### src/rtl/fetch_ctrl.sv
// fetch_ctrl: sequencing controller for the fetch stage.
// Runs a one-cycle boot load of the initial address, then sequential fetch.
// Stalls on hazard or instruction-memory wait, redirects on taken branches
// with a one-cycle squash bubble, and parks in HALT until reset.
//
// Ports:
//   clk, reset            clock, asynchronous active-high reset
//   stall                 hazard stall from decode (PC holds)
//   imem_ready            instruction memory data valid this cycle
//   branch_taken          resolved taken branch (one-cycle pulse)
//   branch_target         branch target, sampled with branch_taken
//   halt                  stop fetching, sticky until reset
//   sel_pc                PC select: 00 initial, 01 sequential, 10 branch_pc
//   enable_pc             PC register loads at the next edge
//   branch_pc             registered latched branch target
//   inst_valid            fetched instruction is valid for decode
//   squash                fetched instruction must be discarded
//   fetch_cnt             instructions accepted by decode (wrapping)
//   stall_cnt             RUN cycles with PC held (wrapping)
module fetch_ctrl #(
  parameter int unsigned ADDR_W = 16,
  parameter int unsigned CNT_W  = 16
) (
  input  logic              clk,
  input  logic              reset,
  input  logic              stall,
  input  logic              imem_ready,
  input  logic              branch_taken,
  input  logic [ADDR_W-1:0] branch_target,
  input  logic              halt,
  output logic [1:0]        sel_pc,
  output logic              enable_pc,
  output logic [ADDR_W-1:0] branch_pc,
  output logic              inst_valid,
  output logic              squash,
  output logic [CNT_W-1:0]  fetch_cnt,
  output logic [CNT_W-1:0]  stall_cnt
);

  localparam logic [1:0] SEL_INIT   = 2'b00;
  localparam logic [1:0] SEL_SEQ    = 2'b01;
  localparam logic [1:0] SEL_BRANCH = 2'b10;

  typedef enum logic [1:0] {
    ST_BOOT     = 2'd0,
    ST_RUN      = 2'd1,
    ST_REDIRECT = 2'd2,
    ST_HALT     = 2'd3
  } state_t;

  state_t              state_q, state_d;
  logic [ADDR_W-1:0]   branch_pc_q, branch_pc_d;
  logic [CNT_W-1:0]    fetch_cnt_q, fetch_cnt_d;
  logic [CNT_W-1:0]    stall_cnt_q, stall_cnt_d;

  // State and registered outputs.
  always_ff @(posedge clk or posedge reset) begin
    if (reset) begin
      state_q     <= ST_BOOT;
      branch_pc_q <= '0;
      fetch_cnt_q <= '0;
      stall_cnt_q <= '0;
    end else begin
      state_q     <= state_d;
      branch_pc_q <= branch_pc_d;
      fetch_cnt_q <= fetch_cnt_d;
      stall_cnt_q <= stall_cnt_d;
    end
  end

  // Next state, combinational fetch controls and counter updates.
  always_comb begin
    state_d     = state_q;
    branch_pc_d = branch_pc_q;
    fetch_cnt_d = fetch_cnt_q;
    stall_cnt_d = stall_cnt_q;
    sel_pc      = SEL_SEQ;
    enable_pc   = 1'b0;
    inst_valid  = 1'b0;
    squash      = 1'b0;

    case (state_q)
      ST_BOOT: begin
        sel_pc    = SEL_INIT;
        enable_pc = 1'b1;
        state_d   = ST_RUN;
      end
      ST_RUN: begin
        if (halt) begin
          // Halt outranks a same-cycle branch; branch_pc keeps its value.
          squash  = 1'b1;
          state_d = ST_HALT;
        end else if (branch_taken) begin
          squash      = 1'b1;
          branch_pc_d = branch_target;
          state_d     = ST_REDIRECT;
        end else begin
          enable_pc  = ~stall & imem_ready;
          inst_valid = imem_ready;
          if (!enable_pc) begin
            stall_cnt_d = stall_cnt_q + CNT_W'(1);
          end
        end
      end
      ST_REDIRECT: begin
        // The PC must take the target no matter what stall/imem_ready say.
        sel_pc    = SEL_BRANCH;
        enable_pc = 1'b1;
        squash    = 1'b1;
        state_d   = halt ? ST_HALT : ST_RUN;
      end
      ST_HALT: begin
        state_d = ST_HALT;
      end
      default: begin
        state_d = ST_BOOT;
      end
    endcase

    // inst_valid is only ever high in RUN, so this freezes in HALT too.
    if (inst_valid && !stall) begin
      fetch_cnt_d = fetch_cnt_q + CNT_W'(1);
    end
  end

  assign branch_pc = branch_pc_q;
  assign fetch_cnt = fetch_cnt_q;
  assign stall_cnt = stall_cnt_q;

endmodule

### config.mk
export PLATFORM = sky130hd
export DESIGN_NAME = fetch_ctrl
export DESIGN_NICKNAME = d
export VERILOG_FILES = /design/src/rtl/fetch_ctrl.sv
export SDC_FILE = /design/constraint.sdc
export NUM_CORES = 1
export LEC_CHECK = 0
export CAP_MARGIN = 20
export CORE_ASPECT_RATIO = 1.2
export CORE_UTILIZATION = 35
export DETAILED_ROUTE_END_ITERATION = 7
export GPL_TIMING_DRIVEN = 0
export HOLD_SLACK_MARGIN = 0.05
export MAX_ROUTING_LAYER = met4
export PLACE_DENSITY = 0.68
export SLEW_MARGIN = 15
export SYNTH_ARGS = -nofsm -noshare
export SYNTH_HDL_FRONTEND = slang
export SYNTH_SLANG_ARGS = --single-unit
### constraint.sdc
create_clock -name clk -period 5.6 [get_ports clk]
set_input_delay 0.56 -clock clk [delete_from_list [all_inputs] [get_ports clk]]
set_output_delay 0.56 -clock clk [all_outputs]
set_load 0.05 [all_outputs]
==> run metrics, run 1 <==
status=complete, no violations; H-Tree Depth=2; cell taking the most area after synthesis=dfrtp_1; Crit Path Max Fanout=5; Num CTS Buffers=5; Initial Util=a little under two fifths; DP Wirelength=approximately 3.4 mm; period utilization=62.1%; aggregate global routing overflow=0; WL final=4.47 mm; Setup-failing EPs final=0; clk buf depth=2; top area cells in the synthesized netlist=dfrtp_1 55%, xnor2_1 9.2%, mux2_2 7.9%, ha_1 3.8%, nor4_4 3.7%; warnings from Yosys=0; Final Util=52.7%; Final Critical Period=about 3.5 ns; met1 wire length=2.03 mm; layout cells sized above 1=about an eighth; global-route wire length before repair=approximately 7.5 mm; Max IR drop VDD=about 0.00035 V; Vias/cell=about 4.7; met3 routed WL=roughly 190 um; vias in the first global route=1592; EDFF count, synth=0; Post-CTS Setup Bufs=0; pre-CTS setup slack=about 2.1 ns; diodes inserted=0; Syn Nets=roughly 220; leakage power=1.39 nW; register clock-pin slew on the reported worst setup and hold paths=around 0.080 ns; CP arrival=2.92 ns; Rel. slew slack=about three fifths; core area=6170 um^2; RSZ-0062 raised after global routing=no; switch share=43.7%; max-cap violations=0; Main synth FF type=dfrtp_1; CP Capture Type=output pin; largest net degree at the start of global routing=34; RD Place Congestion=0.728; chip height=90.4 um; Routed WL per cell=between 10 and 15 um; I/O pin cnt=between 70 and 80; setup TNS=0 ns; TritonRoute pass-1 iters=4; Commonest cells post-synth=50 x dfrtp_1, 24 x xnor2_1, 19 x nand2_1, 16 x mux2_2, 12 x nand3_1; combinational share of power=approximately half; area of the multi-input gates=between 900 and 1000 um^2; crit path launch type=primary input; Worst Hold Class=register to register; latest clock arrival within the worst-skew pair=about 0.30 ns; Final Worst Setup Slack=around 2.1 ns; register share of total power=approximately a third; PortBufs=74; Slew Limit Fails=0; area of the die=6840 um^2; fraction of registers with async set/reset=between 90% and 100%; initial antenna violation count=0; Nets=297; Layout area overhead=42.7%; row count=31; initial drt markers=49; final instance area=between 3000 and 4000 um^2; P_int=0.854 mW; Crit path required time=about 5.0 ns; Cell Area, Synth=approximately 2300 um^2; global-route total usage across every layer=between 10 and 15%; Setup CP Type=primary input to output pin; worst-margin pin slew=0.624 ns; post-synthesis sequential area ratio=54.9%; Synth top area share=54.9%; CTS tree=done; Fmax=roughly 290 MHz; Max Used Layer=met4; Die X-Extent=75.7 um; Final Hold Fails=0; pwr dens=roughly 470 nW/um^2; Post-Syn Instances=about 190; Worst Skew=0.00943 ns; fillers=between 500 and 600; count leader, synth=dfrtp_1; Clock power frac=about 17%; NetSw=0.663 mW; placed cell area=~3100 um^2; via count=around 1600; CTS Hold Buffers Added=0; antenna-violating nets left=0; CTS resizes=0; Yosys cell types=26; Reg area=~1300 um^2; Root Driver=clkbuf_8; WL met2=approximately 2.2 mm; CTS sink cnt=50; #FFs+latches synth=50; DRC violation count after routing=0; Avg Inst Size Synth=~12 um^2
final timing paths:
path	startpoint	end	slack, ns	cells past startpoint
worst max-delay path	imem_ready	enable_pc	2.12	5
worst min-delay path	stall_cnt[15]	stall_cnt[15]	0.47	1
worst max register to register	state_q[1]	fetch_cnt[11]	3.55	7
worst min register to register	stall_cnt[15]	stall_cnt[15]	0.47	1
max in group asynchronous	reset	fetch_cnt[9]	4.52	3
min in group asynchronous	reset	branch_pc[0]	0.58	2
through the flow:
stage          hold WS (ns)  total power, mW  instances
3_5_place_dp          0.467             1.28        343
3_3_place_gp          0.460             1.27        342
4_1_cts               0.479             1.53        351
5_1_grt               0.528             1.60        351
6_report              0.475             1.52        351
2_1_floorplan         0.500             1.03        186
cell usage in the layout (no fill, tap or decap):
master	count
a21oi_1	5
a31oi_1	1
and2_1	2
and4_1	3
buf_12	1
buf_2	1
buf_6	1
bufinv_16	1
clkbuf_8	5
clkdlybuf4s50_1	74
clkinv_2	2
dfrtp_1	50
ha_1	7
inv_1	4
inv_2	1
mux2_2	16
nand2_1	19
nand2b_1	1
nand3_1	12
nand3b_1	1
nand4_1	9
nand4b_1	1
nor2_1	11
nor2b_1	1
nor3_1	1
nor3b_1	2
nor4_2	1
nor4_4	4
o21a_1	1
or3b_1	1
xnor2_1	24
xor2_1	6
per-layer routing:
metal / GRT usage, % / vias to the layer above
li1: - / 805
met1: 19.1 / 788
met2: 22.2 / 47
met3: 3.35 / 5
met4: 6.02 / 0
met5: - / -
logic make-up (layout without fill, tap and decap cells):
kind of cell               Yosys count  in the layout  share of synthesized area [%]
buffers and inverters                7             90                           1.54
DFF                                 50             50                           54.9
xor gates and xnor gates            30             30                           11.5
AOI/OAI and AO/OA                    7              7                           1.70
adders and majority gates            7              7                           3.84
muxes                               16             16                           7.91
and+or+nand+nor                     69             69                           18.6
worst max-delay path, stage by stage:
cell	delay (ns)
clkdlybuf4s50_1	0.51
nor2b_1	0.54
nand2_1	0.29
a21oi_1	0.20
clkdlybuf4s50_1	0.81
state kept, by name (all words and copies together), names as in the netlist:
register	flops
stall_cnt	16
fetch_cnt	16
state_q	2
branch_pc	16
layout make-up:
type | count | share of cell area (%)
well taps | 82 | 3.16
repair buffers | 75 | 23.4
inverters | 5 | 0.577
clock inverters | 3 | 1.23
flip-flops and latches | 50 | 38.5
clock buffers | 5 | 2.12
plain buffers | 2 | 0.500
multi-input cells | 129 | 30.5
power groups by stage:
stage | combinational (mW) | clock (mW) | sequential (mW)
6_report | 0.760 | 0.250 | 0.507
2_1_floorplan | 0.242 | 0 | 0.787
3_3_place_gp | 0.761 | 0 | 0.513
5_1_grt | 0.809 | 0.269 | 0.522
4_1_cts | 0.770 | 0.256 | 0.508
3_5_place_dp | 0.768 | 0 | 0.515
Note: power is estimated with default switching activity, not from simulation.
==> inputs of run 2 (changes only) <==
==> constraint.sdc (replaced) <==
create_clock -name clk -period 3.5 [get_ports clk]
set_input_delay 0.35 -clock clk [delete_from_list [all_inputs] [get_ports clk]]
set_output_delay 0.35 -clock clk [all_outputs]
set_load 0.05 [all_outputs]
==> results of run 2 <==
The final DEF is identical to that of run 1. Status: complete, no violations.
Among the figures that moved: setup slack after placement 2.07 ns -> 0.389 ns; clock-pin slew on the worst setup and hold paths 0.08 ns -> 0.09 ns; setup slack after layout 2.12 ns -> 0.407 ns; hold slack 0.475 ns -> 0.370 ns; start point of the critical path imem_ready -> state_q[1]; register-to-register setup slack 3.55 ns -> 1.45 ns; total power 1.52 mW -> 2.43 mW; worst IR drop on VDD 0.000345 V -> 0.000552 V
==> inputs of run 3 (changes only) <==
--- a/config.mk
+++ b/config.mk
@@ -7,12 +7,12 @@
 export LEC_CHECK = 0
 export CAP_MARGIN = 20
 export CORE_ASPECT_RATIO = 1.2
-export CORE_UTILIZATION = 35
+export CORE_UTILIZATION = 46
 export DETAILED_ROUTE_END_ITERATION = 7
 export GPL_TIMING_DRIVEN = 0
 export HOLD_SLACK_MARGIN = 0.05
 export MAX_ROUTING_LAYER = met4
-export PLACE_DENSITY = 0.68
+export PLACE_DENSITY = 0.84
 export SLEW_MARGIN = 15
 export SYNTH_ARGS = -nofsm -noshare
 export SYNTH_HDL_FRONTEND = slang
==> run 3 against run 2 <==
Against the previous run: wire length decreased by 0.16%; fmax decreased by 2.5%; critical path depth unchanged; sequential share of layout area increased by 0.72 points; critical endpoint unchanged; largest cell class unchanged.
==> run metrics, run 3 (same netlist as run 1, synthesis figures left out) <==
status=complete, no violations (unchanged); row count=27 (was 31); commonest non-fill, non-tap cell in the layout=clkdlybuf4s50_1 (unchanged); number of buffers and inverters on the critical path=2 (unchanged); global-route met2 utilization=31.0% (was 22.2%); Nets=297 (unchanged); Rel. slew slack=60.1% (was 58.3%); initial antenna violation count=0 (unchanged); leakage power=1.38 nW (was 1.39 nW); period utilization=90.7% (was 88.4%); DP Wirelength=3.37 mm (about the same); pwr dens=735 nW/um^2 (was 747 nW/um^2); Setup CP Type=register to output pin (unchanged); core area=4660 um^2 (was 6170 um^2); chip height=79.1 um (was 90.4 um); WL final=4.47 mm (about the same); I/O pin cnt=75 (unchanged); CTS sink cnt=50 (unchanged); Vias/cell=5.07 (was 4.69); DRC violation count after routing=0 (unchanged); CP delay by family, top=buffers and inverters (unchanged); PortBufs=74 (unchanged); Layout area overhead=40.0% (was 42.7%); Crit path largest cell delay=0.83 ns (was 0.81 ns); Crit path required time=3.15 ns (about the same); Final Hold Fails=0 (unchanged); Fmax=315 MHz (was 323 MHz); Worst Hold Class=primary input to asynchronous set/reset pin (unchanged); latest clock arrival within the worst-skew pair=0.29 ns (was 0.30 ns); initial drt markers=73 (was 49); Initial Util=48.9% (was 36.9%); dpl cells=319 (was 343); TritonRoute pass-1 iters=2 (was 4); Final Critical Period=3.17 ns (was 3.09 ns); Post-CTS Setup Bufs=0 (unchanged); via count=1652 (was 1645); H-Tree Depth=2 (unchanged); Die X-Extent=66.2 um (was 75.7 um); CTS tree=done (unchanged); vias in the first global route=1673 (was 1592); Crit Path Max Fanout=5 (unchanged); Routed WL per cell=13.7 um (was 12.7 um); Worst Skew=0.00628 ns (was 0.00943 ns); slowest CP cell=clkdlybuf4s50_1 (unchanged); Final Non-Filler Cells=326 (was 351); Setup-failing EPs final=0 (unchanged); diodes inserted=0 (unchanged); CTS resizes=0 (unchanged); area of the die=5240 um^2 (was 6840 um^2); RD Place Congestion=0.746 (was 0.728); Slew Limit Fails=0 (unchanged); largest net degree at the start of global routing=28 (was 34); global-route layer with the greatest usage=met2 (unchanged); crit-path cells=inv_1 > ha_1 > nor3b_1 > nand2_1 > a21oi_1 > clkdlybuf4s50_1 (unchanged); max-cap violations=0 (unchanged); Num CTS Buffers=5 (unchanged); CTS Hold Buffers Added=0 (unchanged); CP arrival=2.82 ns (was 2.74 ns); crit path launch type=register (unchanged); layout cells sized above 1=11.9% (was 12.3%); RSZ-0062 raised after global routing=no (unchanged); Max IR drop VDD=0.000640 V (was 0.000552 V); met3 Resource Use GR=4.60% (was 3.35%); fillers=374 (was 556); global-route wire length before repair=7.39 mm (was 7.52 mm); CP Capture Type=output pin (unchanged); met1 usage=22.7% (was 19.1%); register clock-pin slew on the reported worst setup and hold paths=0.08 ns (was 0.09 ns); antenna-violating nets left=0 (unchanged); setup TNS=0 ns (unchanged); leading cell types in the layout, fill and taps excluded=74 x clkdlybuf4s50_1, 50 x dfrtp_1, 24 x xnor2_1, 19 x nand2_1, 16 x mux2_2 (unchanged); global-route total usage across every layer=19.3% (was 14.8%); clk buf depth=2 (unchanged); aggregate global routing overflow=0 (unchanged); Root Driver=clkbuf_8 (unchanged); worst-margin pin slew=0.597 ns (was 0.624 ns)
run 3: changes by cell type in the layout (fill, tap and decap cells not counted):
| cell | previous run | this run |
|---|---|---|
| bufinv_16 | 1 | 0 |
run 3: final timing paths:
path	from	endpoint	slack [ns]	cells past startpoint
setup / recovery	state_q[1]	enable_pc	0.33	6
hold reg to reg	stall_cnt[15]	stall_cnt[15]	0.47	1
max in group asynchronous	reset	state_q[1]	2.58	3
min in group clk	stall_cnt[15]	stall_cnt[15]	0.47	1
hold / removal	reset	fetch_cnt[15]	0.41	2
setup reg to reg	state_q[1]	fetch_cnt[10]	1.43	7
run 3: power breakdown:
part / leakage [nW] / internal (mW) / switching, mW
clock: 0.0438 / 0.134 / 0.174
combinational: 0.678 / 0.441 / 0.780
sequential: 0.655 / 0.715 / 0.100
run 3: area by class of cell:
type / count / area (um^2) / share of cell area, %
flip-flops and latches: 50 / 1250 / 39.2
repair buffers: 75 / 761 / 23.8
well taps: 58 / 72.6 / 2.27
plain buffers: 2 / 16.3 / 0.510
inverters: 5 / 18.8 / 0.588
multi-input cells: 129 / 992 / 31.1
clock inverters: 2 / 10.0 / 0.314
clock buffers: 5 / 68.8 / 2.16
run 3: stage by stage:
step           total power [mW]  util (%)  instance area, um^2  hold WS [ns]  setup slack (ns)
2_1_floorplan              1.65         -                 2280         0.500             0.845
3_3_place_gp               2.02      66.3                 3090         0.459             0.456
3_5_place_dp               2.05      66.7                 3110         0.471             0.417
4_1_cts                    2.37      68.4                 3190         0.419             0.302
5_1_grt                    2.48      68.4                 3190         0.458             0.113
6_report                   2.34      68.4                 3190         0.409             0.326
run 3: layer usage:
metal  vias up  part of all wire, %  wire length, um
met5         -                    0                0
met4         0                  1.8               81
met3         4                  5.1              226
met2        48                   50             2210
met1       794                   44             1950
li1        806                    -                -
==> RTL change 1: new RTL, flow settings as in run 2 <==
Re-encode `state_t` (4 states) as Gray code, 2 bits wide.
--- a/src/rtl/fetch_ctrl.sv
+++ b/src/rtl/fetch_ctrl.sv
@@ -43,8 +43,8 @@
 
   typedef enum logic [1:0] {
-    ST_BOOT     = 2'd0,
-    ST_RUN      = 2'd1,
-    ST_REDIRECT = 2'd2,
-    ST_HALT     = 2'd3
+    ST_BOOT     = 2'b00,
+    ST_RUN      = 2'b01,
+    ST_REDIRECT = 2'b11,
+    ST_HALT     = 2'b10
   } state_t;
 
Function: no difference found for any inputs over 10 cycles, from zero or initial values and one cycle with reset high; not proved beyond that.
==> RTL change 1 against run 2 <==
Critical path depth increased by 2; critical endpoint unchanged; critical path type unchanged; wire length up 0.29%; cell area decreased by 2.1%; sequential power shrank 0.7%; total power shrank 0.30%; area after synthesis down 3.0%; sequential cell count unchanged; utilization down 0.10 points; global-route usage is 0.070 points higher; worst setup slack lost 0.052 ns.
==> RTL change 1: results (changes against run 2) <==
result of the run complete, no violations (unchanged); CTS Root Cell sky130_fd_sc_hd__clkbuf_8 (unchanged); routability-driven placement congestion ratio 0.737 (was 0.728); drt first-iter violations 45 (was 49); Peak VDD IR 0.000546 V (was 0.000552 V); Leakage 1.40 nW (was 1.39 nW); number of nets in the final layout 287 (was 297); number of antenna violations at the first check in global routing 0 (unchanged); Max FO, Critical Path 7 (was 5); number of detailed-route iterations in the first pass 4 (unchanged); Max stage delay cell, worst path sky130_fd_sc_hd__clkdlybuf4s50_1 (unchanged); met1 demand-to-capacity share in global routing 0.172 (was 0.191); type of the most critical hold path in -> async (unchanged); number of buffers created by CTS 5 (unchanged); remaining design rule violation count 0 (unchanged); cell family with the largest share of critical-path delay buffers and inverters (unchanged); most numerous cell types in the synthesized netlist sky130_fd_sc_hd__dfrtp_1, sky130_fd_sc_hd__xnor2_1, sky130_fd_sc_hd__mux2_2, sky130_fd_sc_hd__nand3_1, sky130_fd_sc_hd__nand2_1 (was sky130_fd_sc_hd__dfrtp_1, sky130_fd_sc_hd__xnor2_1, sky130_fd_sc_hd__nand2_1, sky130_fd_sc_hd__mux2_2, sky130_fd_sc_hd__nand3_1); placed cell areas 3070 µm² (was 3140 µm²); net count after synthesis 205 (was 215); Post-CTS Resized 0 (unchanged); number of port buffers 74 (unchanged); clock transition at the register clock pins on the worst setup and hold paths after CTS 0.09 ns (about the same); Global Route met3 Usage 0.0361 (was 0.0335); pin count of the biggest net entering global routing 35 (was 34); sequential cell area fraction in the yosys report 0.566 (was 0.549); number of buffers inserted to repair setup after CTS 0 (unchanged); endpoint arrival time on the critical path 2.80 ns (was 2.74 ns); Tot GR Track Use 0.149 (was 0.148); fraction of final layout cells with drive strength greater than 1 0.123 (about the same); worst setup skew after layout 0.00516 ns (was 0.00943 ns); Netlist cell types 26 (unchanged); detailed placement HPWL 3290 µm (was 3370 µm); global routing met2 resource utilization 0.240 (was 0.222); remaining max-slew budget at the tightest pin 0.637 (was 0.583); Clock Latency Late Sink 0.30 ns (about the same); cells taking the most area after synthesis sky130_fd_sc_hd__dfrtp_1, sky130_fd_sc_hd__mux2_2, sky130_fd_sc_hd__xnor2_1 (was sky130_fd_sc_hd__dfrtp_1, sky130_fd_sc_hd__xnor2_1, sky130_fd_sc_hd__mux2_2); Core Area 6050 µm² (was 6170 µm²); global-route wire length before repair 7210 µm (was 7520 µm); longest individual stage delay on the worst path 0.81 ns (about the same); maximum number of buffers from clock root to sink 2 (unchanged); synthesis warning total 0 (unchanged); share of flip-flops with an asynchronous set or reset 1.00 (unchanged); depth of the CTS H-tree 2 (unchanged); number of diodes 0 (unchanged); overall via count from detail_route 1,624 (was 1,645); sum of routed wire length over all layers 4490 µm (was 4470 µm)
## RTL change 1: final cells by class
type                    count  area (µm²)
clock buffers               6        72.6
plain buffers               3        13.8
repair buffers             75         761
inverters                   6        22.5
flip-flops and latches     50        1250
well taps                  82         103
clock inverters             2        37.5
multi-input cells         119         922
fillers                   584        2870
## RTL change 1: path summary, 6_finish.rpt
| kind | from | to | slack (ns) | cells after the start |
|---|---|---|---|---|
| setup / recovery | state_q[1] | enable_pc | 0.35 | 8 |
| hold / removal | reset | fetch_cnt[14] | 0.35 | 2 |
| setup reg to reg | state_q[1] | stall_cnt[15] | 1.46 | 6 |
| hold reg to reg | stall_cnt[15] | stall_cnt[15] | 0.47 | 1 |
| max in group asynchronous | reset | branch_pc[4] | 2.66 | 3 |
| min in group clk | stall_cnt[15] | stall_cnt[15] | 0.47 | 1 |
## RTL change 1: cells by family after synthesis
group | Yosys count | synth area share
adders and majority gates | 5 | 0.0283
muxes | 18 | 0.0917
and+or+nand+nor | 60 | 0.164
AOI/OAI and AO/OA | 6 | 0.0142
xor gates and xnor gates | 30 | 0.119
DFF | 50 | 0.566
buffers and inverters | 9 | 0.0164
## RTL change 1: through the flow
step / hold slack (ns) / utilization / total power (W) / worst slack (ns) / instances
CTS: 0.350 / 0.526 / 0.00245 / 0.331 / 343
global route: 0.379 / 0.526 / 0.00254 / 0.183 / 343
floorplan: 0.440 / - / 0.00163 / 1.08 / 178
global placement: 0.459 / 0.505 / 0.00202 / 0.467 / 334
finish: 0.346 / 0.526 / 0.00242 / 0.354 / 343
detailed placement: 0.467 / 0.508 / 0.00204 / 0.482 / 335
## RTL change 1: report_power, final
group	switching (W)	internal, W	leakage (nW)	total (W)
clock	0.000189	0.000213	0.0514	0.000402
sequential	0.0000942	0.000712	0.649	0.000806
combinational	0.000771	0.000440	0.698	0.00121
## RTL change 1: per-layer routing
metal  part of all wire  vias up  routed length (µm)
met1               0.44      786                1990
met3              0.060       11                 270
met5                  0        -                   0
met4              0.036        0                 161
li1                   -      769                   -
met2               0.46       58                2070
==> RTL change 2: new RTL, flow settings as in run 2 <==
Without the edit above. `ADDR_W`: 16 -> 17.
--- a/src/rtl/fetch_ctrl.sv
+++ b/src/rtl/fetch_ctrl.sv
@@ -19,5 +19,5 @@
 //   stall_cnt             RUN cycles with PC held (wrapping)
 module fetch_ctrl #(
-  parameter int unsigned ADDR_W = 16,
+  parameter int unsigned ADDR_W = 17,
   parameter int unsigned CNT_W  = 16
 ) (
Ports: changed (resized branch_pc and branch_target); port bits go from 75 to 77. No check against the original RTL was run, so the function may have changed too.
==> RTL change 2 against run 2 <==
Area after synthesis is 0.99% higher; via count grew 0.55%; highest routed layer unchanged; cell area grew 1.3%; largest power group unchanged; worst setup slack gained 0.028 ns; clock skew down 0.0032 ns; total power rose by 3.3%; wire length fell by 0.49%; utilization is 1.3 points lower; sequential cell count grew 1; non-clock buffer count increased by 2.
==> RTL change 2: results (changes against run 2) <==
Worst Setup Slack post-DPL 0.396 ns (was 0.389 ns); number of detailed-route iterations in the first pass 4 (unchanged); Leakage 1.43 nW (was 1.39 nW); result of the run complete, no violations (unchanged); number of buffers inserted to repair setup after CTS 0 (unchanged); number of maximum-capacitance violations 0 (unchanged); routability-driven placement congestion ratio 0.747 (was 0.728); net count after synthesis 215 (unchanged); proportion of synthesized area in mux cells 0.0881 (was 0.0791); sequential cell area fraction in the yosys report 0.555 (was 0.549); endpoint arrival time on the critical path 2.72 ns (was 2.74 ns); Tot GR Track Use 0.141 (was 0.148); Switching Share 0.454 (was 0.437); pin count of the biggest net entering global routing 31 (was 34); number of nets in the final layout 299 (was 297); adder-cell area share of the yosys netlist 0.0381 (was 0.0384); xor-xnor portion of the synthesized cell area 0.114 (was 0.115); number of diodes 0 (unchanged); cells taking the most area after synthesis sky130_fd_sc_hd__dfrtp_1, sky130_fd_sc_hd__mux2_2, sky130_fd_sc_hd__xnor2_1 (was sky130_fd_sc_hd__dfrtp_1, sky130_fd_sc_hd__xnor2_1, sky130_fd_sc_hd__mux2_2); synthesized-area fraction occupied by ao, oa, aoi and oai cells 0.0179 (was 0.0170); worst reg2reg endpoint stall_cnt[12] (was fetch_cnt[11]); source of the worst register-to-register timing path state_q[1] (unchanged); remaining max-slew budget at the tightest pin 0.507 (was 0.583); Max FO, Critical Path 7 (was 5); Clock Latency Late Sink 0.30 ns (about the same); sum of routed wire length over all layers 4450 µm (was 4470 µm); worst setup skew after layout 0.00618 ns (was 0.00943 ns); Peak VDD IR 0.000498 V (was 0.000552 V); detailed placement HPWL 3300 µm (was 3370 µm); most numerous cell types in the synthesized netlist sky130_fd_sc_hd__dfrtp_1, sky130_fd_sc_hd__xnor2_1, sky130_fd_sc_hd__mux2_2, sky130_fd_sc_hd__nand2_1 (was sky130_fd_sc_hd__dfrtp_1, sky130_fd_sc_hd__xnor2_1, sky130_fd_sc_hd__nand2_1, sky130_fd_sc_hd__mux2_2, sky130_fd_sc_hd__nand3_1); number of global-route vias before repair 1,589 (was 1,592); placed cell areas 3190 µm² (was 3140 µm²); CTS Root Cell sky130_fd_sc_hd__clkbuf_8 (unchanged); drt first-iter violations 90 (was 49); overall via count from detail_route 1,654 (was 1,645); fraction of final layout cells with drive strength greater than 1 0.133 (was 0.123); depth of the CTS H-tree 2 (unchanged); number of antenna violations at the first check in global routing 0 (unchanged); synthesis warning total 0 (unchanged); number of port buffers 76 (was 74); setup slack on the worst flop-to-flop path 1.34 ns (was 1.45 ns); number of flip-flops under the largest register name 17
==> RTL change 2: changes by cell type after synthesis, moves of 3 or more <==
| cell | change |
|---|---|
| sky130_fd_sc_hd__and3_1 | +6 |
| sky130_fd_sc_hd__nand2_1 | -3 |
| sky130_fd_sc_hd__nor2_1 | -3 |
| sky130_fd_sc_hd__nor3_1 | +3 |
| sky130_fd_sc_hd__xnor2_1 | -4 |
| sky130_fd_sc_hd__xor2_1 | +4 |
==> RTL change 2: how the worst max path moves through the flow <==
stage                endpoint  cells after the start  slack (ns)  startpoint
floorplan           enable_pc                      4        0.87  state_q[0]
CTS                 enable_pc                      6        0.22  state_q[1]
global route        enable_pc                      5        0.25  imem_ready
detailed placement  enable_pc                      5        0.40  imem_ready
global placement    enable_pc                      5        0.42  imem_ready
finish              enable_pc                      5        0.43  imem_ready
==> RTL change 2: cell type report <==
type / count / area [µm²]
repair buffers: 77 / 781
plain buffers: 2 / 15.0
clock buffers: 6 / 82.6
fillers: 599 / 3110
clock inverters: 2 / 16.3
flip-flops and latches: 51 / 1280
inverters: 5 / 18.8
well taps: 85 / 106
multi-input cells: 127 / 996
==> RTL change 2: cell families after synthesis <==
| group | Yosys count |
|---|---|
| AOI/OAI and AO/OA | 7 |
| muxes | 18 |
| buffers and inverters | 7 |
| DFF | 51 |
| and+or+nand+nor | 65 |
| adders and majority gates | 7 |
| xor gates and xnor gates | 30 |
==> RTL change 2: per-stage QoR <==
step	utilization	hold WS, ns	cells
after detailed placement	0.498	0.466	347
final	0.514	0.373	355
after global routing	0.514	0.410	355
after CTS	0.513	0.392	355
after floorplan	-	0.501	185
after global placement	0.495	0.461	346
==> RTL change 2: timing repair <==
item | in CTS | in global routing
endpoints found under the hold margin | 0 | 0
endpoints found under the setup margin | 0 | 1
gates resized for setup | 0 | 1
==> RTL change 2: power groups by stage <==
stage               registers (W)  logic [W]  clock network, W
floorplan                 0.00132   0.000417                 0
global placement         0.000849    0.00129                 0
detailed placement       0.000855    0.00131                 0
CTS                      0.000844    0.00131          0.000378
global route             0.000864    0.00137          0.000403
finish                   0.000842    0.00130          0.000367
==> RTL change 2: worst max-delay path, stage by stage <==
cell	delay, ns
sky130_fd_sc_hd__clkdlybuf4s50_1	0.49
sky130_fd_sc_hd__nor2b_1	0.61
sky130_fd_sc_hd__nand2_1	0.24
sky130_fd_sc_hd__a21oi_1	0.20
sky130_fd_sc_hd__clkdlybuf4s50_1	0.82
==> RTL change 2: metal layers <==
metal | vias up | track usage | share of wire
li1 | 807 | - | -
met5 | - | - | 0
met2 | 40 | 0.220 | 0.49
met3 | 5 | 0.0303 | 0.040
met1 | 802 | 0.178 | 0.46
met4 | 0 | 0.0577 | 0.018
